<file path="src/rtl/uart_pkg.sv">
// Shared types and elaboration helpers for the UART path.
// Both directions use the same parameter set and range checks.
package uart_pkg;

  typedef enum logic [2:0] {
    IDLE,
    START,
    DATA,
    PARITY,
    STOP
  } rx_state_e;

  function automatic bit uart_cfg_ok(
    input int cd,
    input int db,
    input int sb,
    input int pb
  );
    return (cd >= 4) && (cd % 2 == 0) &&
           (db >= 5) && (db <= 9) &&
           (sb == 1 || sb == 2) &&
           (pb == 0 || pb == 1);
  endfunction

  function automatic int uart_frame_bits(
    input int db,
    input int pb,
    input int sb
  );
    return 1 + db + pb + sb;
  endfunction

endpackage

</file>
<file path="src/rtl/sync_2ff.sv">
// Generic two-flop synchronizer for a single asynchronous bit.
// ResetVal sets both flops so the output starts at a known level.
module sync_2ff #(
  parameter logic ResetVal = 1'b0
) (
  input  logic clk,
  input  logic rst,
  input  logic d,
  output logic q
);

  logic meta;

  always_ff @(posedge clk) begin
    if (rst) begin
      meta <= ResetVal;
      q    <= ResetVal;
    end else begin
      meta <= d;
      q    <= meta;
    end
  end

endmodule

</file>
<file path="src/rtl/uart_rx.sv">
// UART receiver: mid-bit sampling of start/data/parity/stop,
// word presented on a valid/ready handshake with error flags.
module uart_rx
  import uart_pkg::*;
#(
  parameter int ClockDivider = 8,
  parameter int DataBits     = 8,
  parameter int StopBits     = 1,
  parameter int ParityBits   = 0
) (
  input  logic                clk,
  input  logic                rst,
  input  logic                in_bit,
  output logic [DataBits-1:0] data_out,
  output logic                data_out_valid,
  input  logic                data_out_ready,
  output logic                parity_error,
  output logic                frame_error,
  output logic                overrun_error
);

  if (!uart_cfg_ok(ClockDivider, DataBits,
                   StopBits, ParityBits)) begin : g_bad_cfg
    $error("uart_rx: parameter out of range");
  end

  localparam int CW = $clog2(ClockDivider);
  localparam int IW = $clog2(DataBits + 1);

  localparam logic [CW-1:0] BitLast  = CW'(ClockDivider - 1);
  localparam logic [CW-1:0] HalfLast = CW'(ClockDivider / 2 - 1);
  localparam logic [IW-1:0] DataLast = IW'(DataBits - 1);
  localparam logic [IW-1:0] StopLast = IW'(StopBits - 1);

  rx_state_e           state;
  logic [CW-1:0]       cnt;
  logic [IW-1:0]       idx;
  logic [DataBits-1:0] shift;
  logic                rx_par;
  logic                fe_pend;
  logic                rx_s;

  sync_2ff #(
    .ResetVal(1'b1)
  ) u_sync (
    .clk(clk),
    .rst(rst),
    .d  (in_bit),
    .q  (rx_s)
  );

  always_ff @(posedge clk) begin
    if (rst) begin
      state          <= IDLE;
      cnt            <= '0;
      idx            <= '0;
      shift          <= '0;
      rx_par         <= 1'b0;
      fe_pend        <= 1'b0;
      data_out       <= '0;
      data_out_valid <= 1'b0;
      parity_error   <= 1'b0;
      frame_error    <= 1'b0;
      overrun_error  <= 1'b0;
    end else begin
      if (data_out_valid && data_out_ready) begin
        data_out_valid <= 1'b0;
        parity_error   <= 1'b0;
        frame_error    <= 1'b0;
        overrun_error  <= 1'b0;
      end
      unique case (state)
        IDLE: begin
          cnt     <= '0;
          idx     <= '0;
          fe_pend <= 1'b0;
          if (!rx_s) state <= START;
        end
        START: begin
          if (cnt == HalfLast) begin
            cnt   <= '0;
            idx   <= '0;
            state <= rx_s ? IDLE : DATA;
          end else begin
            cnt <= cnt + 1'b1;
          end
        end
        DATA: begin
          if (cnt == BitLast) begin
            cnt   <= '0;
            shift <= {shift[DataBits-2:0], rx_s};
            if (idx == DataLast) begin
              idx   <= '0;
              state <= (ParityBits == 1) ? PARITY : STOP;
            end else begin
              idx <= idx + 1'b1;
            end
          end else begin
            cnt <= cnt + 1'b1;
          end
        end
        PARITY: begin
          if (cnt == BitLast) begin
            cnt    <= '0;
            rx_par <= rx_s;
            state  <= STOP;
          end else begin
            cnt <= cnt + 1'b1;
          end
        end
        STOP: begin
          if (cnt == BitLast) begin
            cnt <= '0;
            if (!rx_s) fe_pend <= 1'b1;
            if (idx == StopLast) begin
              // last stop sample completes the word; back to IDLE now
              idx            <= '0;
              state          <= IDLE;
              data_out       <= shift;
              data_out_valid <= 1'b1;
              parity_error   <= (ParityBits == 1) &&
                                (rx_par != ^shift);
              frame_error    <= fe_pend || !rx_s;
              overrun_error  <= data_out_valid && !data_out_ready;
            end else begin
              idx <= idx + 1'b1;
            end
          end else begin
            cnt <= cnt + 1'b1;
          end
        end
        default: state <= IDLE;
      endcase
    end
  end

endmodule

</file>
<file path="config.mk">
export PLATFORM = sky130hd
export DESIGN_NAME = uart_rx
export DESIGN_NICKNAME = d
export VERILOG_FILES = /design/src/rtl/uart_pkg.sv /design/src/rtl/sync_2ff.sv /design/src/rtl/uart_rx.sv
export SDC_FILE = /design/constraint.sdc
export NUM_CORES = 1
export LEC_CHECK = 0
export CORE_UTILIZATION = 55
export CTS_CLUSTER_DIAMETER = 30
export DETAILED_ROUTE_END_ITERATION = 7
export PLACE_DENSITY = 0.81
export SLEW_MARGIN = 40
export SYNTH_ARGS = -nofsm -noshare
export SYNTH_HDL_FRONTEND = slang
export SYNTH_SLANG_ARGS = --single-unit
</file>
<file path="constraint.sdc">
create_clock -name clk -period 2.9 [get_ports clk]
set_input_delay 0.58 -clock clk [delete_from_list [all_inputs] [get_ports clk]]
set_output_delay 0.58 -clock clk [all_outputs]
set_load 0.02 [all_outputs]
</file>
==> impl_metrics.ini, run 1 <==
[synthesis]
syn_area_sq_mm = 0.00152
yosys_most_used_dff = dfxtp_1
synth.top_cells.by_count = dfxtp_1 (33), nand2_1 (25), a21oi_1 (16)
yosys_register_bits = 33
synth_largest_area_cell = dfxtp_1
synth_area_leaders = dfxtp_1 (43%), mux2i_1 (7.2%), nand2_1 (6.2%), ha_1 (5.8%), a21oi_1 (5.3%)
yosys_warnings = 0
synth_edf_count = 0
postSynthAreaPerCell_sq_um = 8.80
postSynthCellCount = 173
yosysTopAreaCellShare_pct = 43.4
synthArstFlopShare_pct = 0
synth_nets = 184
synth.distinct_cells = 43
yosysMostFrequentCell = dfxtp_1
ys_seq_area_share_pct = 43.4

[clocking]
cts_setup_buffers = 0
cts_max_path_buffers = 2
h-tree-depth = 2
cts.reportedPaths.clkPinSlew_ps = 90
clock-sinks = 33
ctsHoldBuffers = 0
cts_buffers = 5
cts_tree = done
insertion_delay_ps = 340
cts_root_buf = clkbuf_4
cts-resized-gates = 0

[cells_and_area]
design_area_sq_mm = 0.00175
syn2layout_area_growth_pct = 15.0
final_core_util_pct = 68.8
nets = 201
drive_above_1_share_pct = 9.42
seqCellArea_sq_um = 661
nFillCells = 213
antenna_cells = 0
multi_input_area_sq_um = 787
final_cells = 221

[power]
p_per_area_mw_per_mm2 = 504
p_leak_uw = 0.000716
vdd_drop_max_mv = 0.431

[worst_setup_path]
slowest_stage = a222oi_1
cp.required_ps = 3120
criticalPathCategory = reg2reg
worstPathArrival_ps = 2360
crit_buf_inv = 1
cp_top_family = compound AO/OA/AOI/OAI gates
cp-end-kind = flip-flop
critPathMostFrequentCell = ha_1
critPathMaxFanout = 8
slowest_delay_ps = 380
crit_path_start_kind = flip-flop
path_cells = ha_1 -> ha_1 -> nand2b_1 -> a222oi_1 -> buf_4 -> a21oi_1 -> a2111oi_1

[grt]
grt_pass1_vias = 1147
overflow = 0
grt_pass1_wl_mm = 5.01
antenna_found_initial = 0
track_usage_pct = 24.2
grt_max_degree = 21

[placement]
routabilityCongestion = 0.824
place_inst = 213
place_area_sq_mm = 0.00170
dp_hpwl_mm = 2.21
portBuffers = 15

[sta]
setup-violations-final = 0
tightest_slew_ps = 618
slew_viol_final = 0
slew_headroom_pct = 58.8
rsz0062_at_grt = false
skew_ps = 5.72
hold_viol_final = 0
tns_ps = 0
max_freq_mhz = 469
period_needed_ps = 2130
fin_crit_sh_pct = 73.6

[floorplanning]
die_h_um = 54.6
fp-row-count = 18
ios = 16
fp.dieW_um = 54.6
core-area_sq_mm = 0.00254
start_util_pct = 59.8
dieArea_sq_mm = 0.00298

[detailed_routing]
ant_nets = 0
drc = 0
wl_mm = 3.08
via_per_inst = 5.62
drtPass1Iterations = 4
post_drt_wl_per_cell_um = 13.9
drt_iter0_drc = 32
vias = 1241

[hold_path]
hold_class = reg2reg

[job]
maxCapViolations = 0

[run_status]
outcome = complete, no violations
worst reg2reg max path, cell delays in order (launching register included):
cell	delay, ps
dfxtp_1	360
ha_1	260
ha_1	240
nand2b_1	150
a222oi_1	380
buf_4	210
a21oi_1	50
a2111oi_1	380
area by class of cell:
class | instances | share of cell area (%)
multi-input cells | 122 | 45.0
flip-flops and latches | 33 | 37.7
repair buffers | 19 | 10.3
clock buffers | 6 | 2.36
well taps | 30 | 2.14
inverters | 9 | 1.93
clock inverters | 2 | 0.572
stage by stage:
stage | power (uW) | hold slack, ps | worst slack, ps
2_1_floorplan | 606 | 389 | 821
3_3_place_gp | 640 | 397 | 857
3_5_place_dp | 650 | 414 | 809
4_1_cts | 887 | 439 | 771
5_1_grt | 931 | 456 | 544
6_report | 882 | 435 | 766
worst paths after layout:
check / slack (ps) / startpoint / depth (start not counted) / to
worst max-delay path: 770 / cnt[0]$_SDFFE_PP0P_ / 7 / idx[2]$_SDFFE_PP0P_
worst min-delay path: 430 / u_sync.meta$_SDFF_PP1_ / 1 / u_sync.q$_SDFF_PP1_
worst max register to register: 770 / cnt[0]$_SDFFE_PP0P_ / 7 / idx[2]$_SDFFE_PP0P_
worst min register to register: 430 / u_sync.meta$_SDFF_PP1_ / 1 / u_sync.q$_SDFF_PP1_
cell usage in the layout, fill, tap and decap left out, types with 3 or more instances in the layout:
| cell | n |
|---|---|
| a21oi_1 | 16 |
| buf_4 | 4 |
| clkbuf_4 | 5 |
| clkdlybuf4s50_1 | 15 |
| dfxtp_1 | 33 |
| ha_1 | 7 |
| inv_1 | 9 |
| mux2i_1 | 11 |
| nand2_1 | 25 |
| nand2b_1 | 3 |
| nor2_1 | 14 |
| nor2b_1 | 3 |
| nor3_1 | 5 |
| nor3b_1 | 4 |
cell families (layout without fill, tap and decap cells):
family	count (synthesis)	after routing	synth area share [%]
AO/OA/AOI/OAI	31	31	13.4
adder cells (fa/ha/maj)	7	7	5.75
multiplexers	13	13	8.71
flip-flops	33	33	43.4
AND/OR/NAND/NOR	70	70	23.3
XOR/XNOR	1	1	0.575
buffers and inverters	18	36	4.93
flip-flops by register name, indices dropped and copies added, names as in the netlist, 3 cells and up:
signal,count
data_out,8
shift,8
idx,4
cnt,3
state,3
per-layer routing:
metal	up-vias	part of all wire, %	track usage [%]
met3	4	4.1	5.83
met2	29	49	41.6
li1	632	-	-
met1	576	45	27.2
met5	-	0	0
met4	0	1.2	12.8
report_power, final:
part           total [uW]  switching (uW)  internal, uW
combinational         144            76.5          67.3
clock                 239             147          92.1
sequential            499            33.1           466
total                 882             257           625
Note: power is estimated with default switching activity, not from simulation.
==> run 2: changes to the inputs <==
--- a/config.mk
+++ b/config.mk
@@ -5,10 +5,10 @@
 export SDC_FILE = /design/constraint.sdc
 export NUM_CORES = 1
 export LEC_CHECK = 0
-export CORE_UTILIZATION = 55
+export CORE_UTILIZATION = 49
 export CTS_CLUSTER_DIAMETER = 30
 export DETAILED_ROUTE_END_ITERATION = 7
-export PLACE_DENSITY = 0.81
+export PLACE_DENSITY = 0.76
 export SLEW_MARGIN = 40
 export SYNTH_ARGS = -nofsm -noshare
 export SYNTH_HDL_FRONTEND = slang
==> constraint.sdc (replaced) <==
create_clock -name clk -period 1.78 [get_ports clk]
set_input_delay 0.356 -clock clk [delete_from_list [all_inputs] [get_ports clk]]
set_output_delay 0.356 -clock clk [all_outputs]
set_load 0.02 [all_outputs]
==> impl_metrics.ini, run 2 (same netlist as run 1, synthesis figures left out) <==
[run_status]
outcome = finished, violations left
violations = negative setup slack

[power]
p_sw_uw = 480
internal_power_uw = 1120
swShare_pct = 30.1
p_per_area_mw_per_mm2 = 814
p_comb_share_pct = 24.4
p_leak_uw = 0.000835
vdd_drop_max_mv = 0.503
clock_power_share_pct = 26.4
seq_power_share_pct = 49.2

[cells_and_area]
syn2layout_area_growth_pct = 29.0
design_area_sq_mm = 0.00196
antenna_cells = 0
seqCellArea_sq_um = 664
top_regs = data_out x8, shift x8, idx x4
nets = 218
layout_common_cells = dfxtp_1 (30), nand2_1 (25), buf_4 (21), a21oi_1 (15)
nFillCells = 226
drive_above_1_share_pct = 24.0
final_common_cell = dfxtp_1
multi_input_area_sq_um = 862

[floorplanning]
die_h_um = 57.7
start_util_pct = 53.4
core-area_sq_mm = 0.00285
ios = 16
fp-row-count = 19
dieArea_sq_mm = 0.00333
fp.dieW_um = 57.7

[detailed_routing]
drt_iter0_drc = 43
wl_mm = 3.12
vias = 1321
wl_met1_mm = 1.48
wl_met2_mm = 1.42
dr.max_layer_used = met4
drc = 0
drtPass1Iterations = 6
post_drt_wl_per_cell_um = 13.0
via_per_inst = 5.53
ant_nets = 0
wl_met3_um = 136

[worst_setup_path]
crit_path_start_kind = flip-flop
cp-end-kind = flip-flop
slowest_delay_ps = 390
slowest_stage = a222oi_1
path_cells = ha_4 -> ha_4 -> nand2b_4 -> a222oi_1 -> buf_4 -> a21oi_1 -> a2111oi_1
cp.required_ps = 2010
critPathMostFrequentCell = ha_4
criticalPathCategory = reg2reg
setup.worst_path.start = cnt[0]$_SDFFE_PP0P_
worstPathArrival_ps = 2110
r2r_start = cnt[0]$_SDFFE_PP0P_
critPathMaxFanout = 5

[sta]
tightest_slew_ps = 375
hold_ws_ps = 416
max_freq_mhz = 532
period_needed_ps = 1880
rsz0062_at_grt = true
skew_ps = 12.0
hold_viol_final = 0
setup-violations-final = 2
fin_crit_sh_pct = 106
slew_viol_final = 0
layout_setup_ws_ps = -99.5
slew_headroom_pct = 75.0

[clocking]
h-tree-depth = 2
cts_tree = done
cts_buffers = 5
insertion_delay_ps = 350
cts_root_buf = clkbuf_4
cts_max_path_buffers = 2
clock-sinks = 33
cts.reportedPaths.clkPinSlew_ps = 120

[placement]
pre_cts_ws_ps = -49.2
routabilityCongestion = 0.881
portBuffers = 15
place_area_sq_mm = 0.00185
dp_hpwl_mm = 2.18

[job]
maxCapViolations = 0

[grt]
antenna_found_initial = 0
grt_max_degree = 16
grt_pass1_wl_mm = 5.35
grt_pass1_vias = 1250
overflow = 0
track_usage_pct = 21.6

[hold_path]
hp-start = u_sync.meta$_SDFF_PP1_
hold_class = reg2reg
run 2: metrics by stage:
step	util (%)	std cells	power [uW]	setup TNS (ps)
2_1_floorplan	-	173	994	-313
3_3_place_gp	64.7	229	1130	-21.4
3_5_place_dp	64.7	229	1140	-97.9
4_1_cts	67.0	238	1570	-116
5_1_grt	68.9	239	1670	-475
6_report	68.9	239	1600	-161
run 2: power groups by stage:
stage | clock network (uW) | registers (uW) | logic (uW)
6_report | 422 | 786 | 390
5_1_grt | 461 | 789 | 422
4_1_cts | 435 | 785 | 350
3_5_place_dp | 0 | 802 | 334
3_3_place_gp | 0 | 803 | 328
2_1_floorplan | 0 | 799 | 195
run 2: metal layers:
layer / up-vias / global-route usage, %
li1: 668 / -
met4: 0 / 11.2
met1: 615 / 27.2
met2: 32 / 33.2
met5: - / 0
met3: 6 / 6.70
run 2: worst max-delay path, delay by kind of cell (launching register included):
kind	cells	cell delay (ps)
AO/OA/AOI/OAI	3	750
flip-flops	1	350
adder cells (fa/ha/maj)	2	320
buffers and inverters	1	210
AND/OR/NAND/NOR	1	120
run 2: final cells by class:
class | instances | area share [%]
Multi-Input combinational cell | 122 | 43.9
Tap cell | 31 | 1.97
Clock inverter | 3 | 0.892
Timing Repair Buffer | 36 | 15.8
Sequential cell | 33 | 33.8
Clock buffer | 5 | 1.91
Inverter | 9 | 1.72
run 2: repair_timing:
action,in CTS,in global routing
hold buffers,0,0
resized for setup,1,10
pin swaps,0,1
gates cloned,0,0
setup endpoints to repair,2,8
buffers inserted,1,1
run 2: worst paths after layout:
path	cells past startpoint	slack, ps	to
hold reg to reg	1	420	u_sync.q$_SDFF_PP1_
setup / recovery	7	-100	idx[2]$_SDFFE_PP0P_
hold / removal	1	420	u_sync.q$_SDFF_PP1_
setup reg to reg	7	-100	idx[2]$_SDFFE_PP0P_
==> run 3: changes to the inputs <==
--- a/config.mk
+++ b/config.mk
@@ -5,10 +5,10 @@
 export SDC_FILE = /design/constraint.sdc
 export NUM_CORES = 1
 export LEC_CHECK = 0
-export CORE_UTILIZATION = 49
+export CORE_UTILIZATION = 59
 export CTS_CLUSTER_DIAMETER = 30
 export DETAILED_ROUTE_END_ITERATION = 7
-export PLACE_DENSITY = 0.76
+export PLACE_DENSITY = 0.86
 export SLEW_MARGIN = 40
 export SYNTH_ARGS = -nofsm -noshare
 export SYNTH_HDL_FRONTEND = slang
==> constraint.sdc (replaced) <==
create_clock -name clk -period 2.2 [get_ports clk]
set_input_delay 0.44 -clock clk [delete_from_list [all_inputs] [get_ports clk]]
set_output_delay 0.44 -clock clk [all_outputs]
set_load 0.02 [all_outputs]
==> impl_metrics.ini, run 3 (same netlist as run 1, synthesis figures left out) <==
[floorplanning]
fp.dieW_um = 52.8
core-area_sq_mm = 0.00245
die_h_um = 52.8
fp-row-count = 18
dieArea_sq_mm = 0.00279
ios = 16
start_util_pct = 62.0

[worst_setup_path]
cp-end-kind = flip-flop
r2r_cells = 7
critPathMaxFanout = 7
crit_path_start_kind = flip-flop
criticalPathCategory = reg2reg
worstPathArrival_ps = 2280
cp.required_ps = 2440

[power]
p_per_area_mw_per_mm2 = 661
finalPower_uw = 1160
p_leak_uw = 0.000718
vdd_drop_max_mv = 0.631

[cells_and_area]
multi_input_area_sq_um = 790
seqCellArea_sq_um = 661
nFillCells = 182
final_common_cell = dfxtp_1
drive_above_1_share_pct = 10.4
final_core_util_pct = 71.7
nets = 202
top_regs = data_out x8, shift x8, idx x4
final_cells = 222
syn2layout_area_growth_pct = 15.6
antenna_cells = 0
layout_common_cells = dfxtp_1 (33), nand2_1 (25), a21oi_1 (16), clkdlybuf4s50_1 (15), nor2_1 (14)

[grt]
grt_max_degree = 19
track_usage_pct = 25.6
overflow = 0
antenna_found_initial = 0
grt_pass1_wl_mm = 5.00
grt_pass1_vias = 1197

[clocking]
cts_setup_buffers = 0
cts-resized-gates = 0
clock-sinks = 33
insertion_delay_ps = 340
cts_buffers = 5
cts_tree = done
cts_root_buf = clkbuf_4
h-tree-depth = 2
cts_max_path_buffers = 2
ctsHoldBuffers = 0
cts.reportedPaths.clkPinSlew_ps = 100

[placement]
routabilityCongestion = 0.923
place_inst = 214
portBuffers = 15
dp_hpwl_mm = 2.27

[hold_path]
whs_path_depth = 1
hold_class = reg2reg

[sta]
slew_viol_final = 0
setup-violations-final = 0
tightest_slew_ps = 474
hold_viol_final = 0
period_needed_ps = 2050
slew_headroom_pct = 68.3
fin_crit_sh_pct = 93.0
skew_ps = 14.8
max_freq_mhz = 489
rsz0062_at_grt = false
tns_ps = 0

[detailed_routing]
drtPass1Iterations = 4
drt_iter0_drc = 58
ant_nets = 0
post_drt_wl_per_cell_um = 14.0
via_per_inst = 5.87
drc = 0
wl_mm = 3.10
vias = 1303

[run_status]
outcome = complete, no violations

[job]
maxCapViolations = 0
==> run 3: final cells by class <==
cell class / count / area share, %
multi-input combinational: 122 / 44.8
sequential: 33 / 37.5
timing repair buffer: 20 / 10.7
clock buffer: 6 / 2.35
tap: 30 / 2.13
inverter: 9 / 1.92
clock inverter: 2 / 0.569
==> run 3: metal layers <==
layer	part of all wire, %	vias up	track usage [%]
met2	50	42	43.5
met4	2.1	0	12.7
met1	43	610	27.3
met5	0	-	0
met3	4.8	9	9.86
li1	-	642	-
==> run 3: where the power goes <==
part           total (uW)  switching [uW]  internal [uW]
sequential            656            42.4            614
clock                 323             202            121
combinational         184            94.3           89.9
==> run 3: final timing paths <==
path                               to                   start  slack (ps)
hold reg to reg   u_sync.q$_SDFF_PP1_  u_sync.meta$_SDFF_PP1_         410
setup / recovery  idx[2]$_SDFFE_PP0P_     cnt[0]$_SDFFE_PP0P_         150
hold / removal    u_sync.q$_SDFF_PP1_  u_sync.meta$_SDFF_PP1_         410
setup reg to reg  idx[2]$_SDFFE_PP0P_     cnt[0]$_SDFFE_PP0P_         150
==> run 3: worst max-delay path, stage by stage, from the launching register on <==
cell and delay [ps]:
dfxtp_1 370, ha_2 230, ha_1 220, nand2b_1 150
a222oi_1 370, buf_4 210, a21oi_1 40, a2111oi_1 350
==> run 3: per-stage QoR <==
stage / hold WS (ps) / area (sq um) / setup WS (ps)
6_report: 415 / 1760 / 154
5_1_grt: 432 / 1760 / 1.27
4_1_cts: 419 / 1760 / 49.2
3_5_place_dp: 397 / 1710 / 77.7
3_3_place_gp: 398 / 1710 / 204
2_1_floorplan: 389 / 1520 / 121
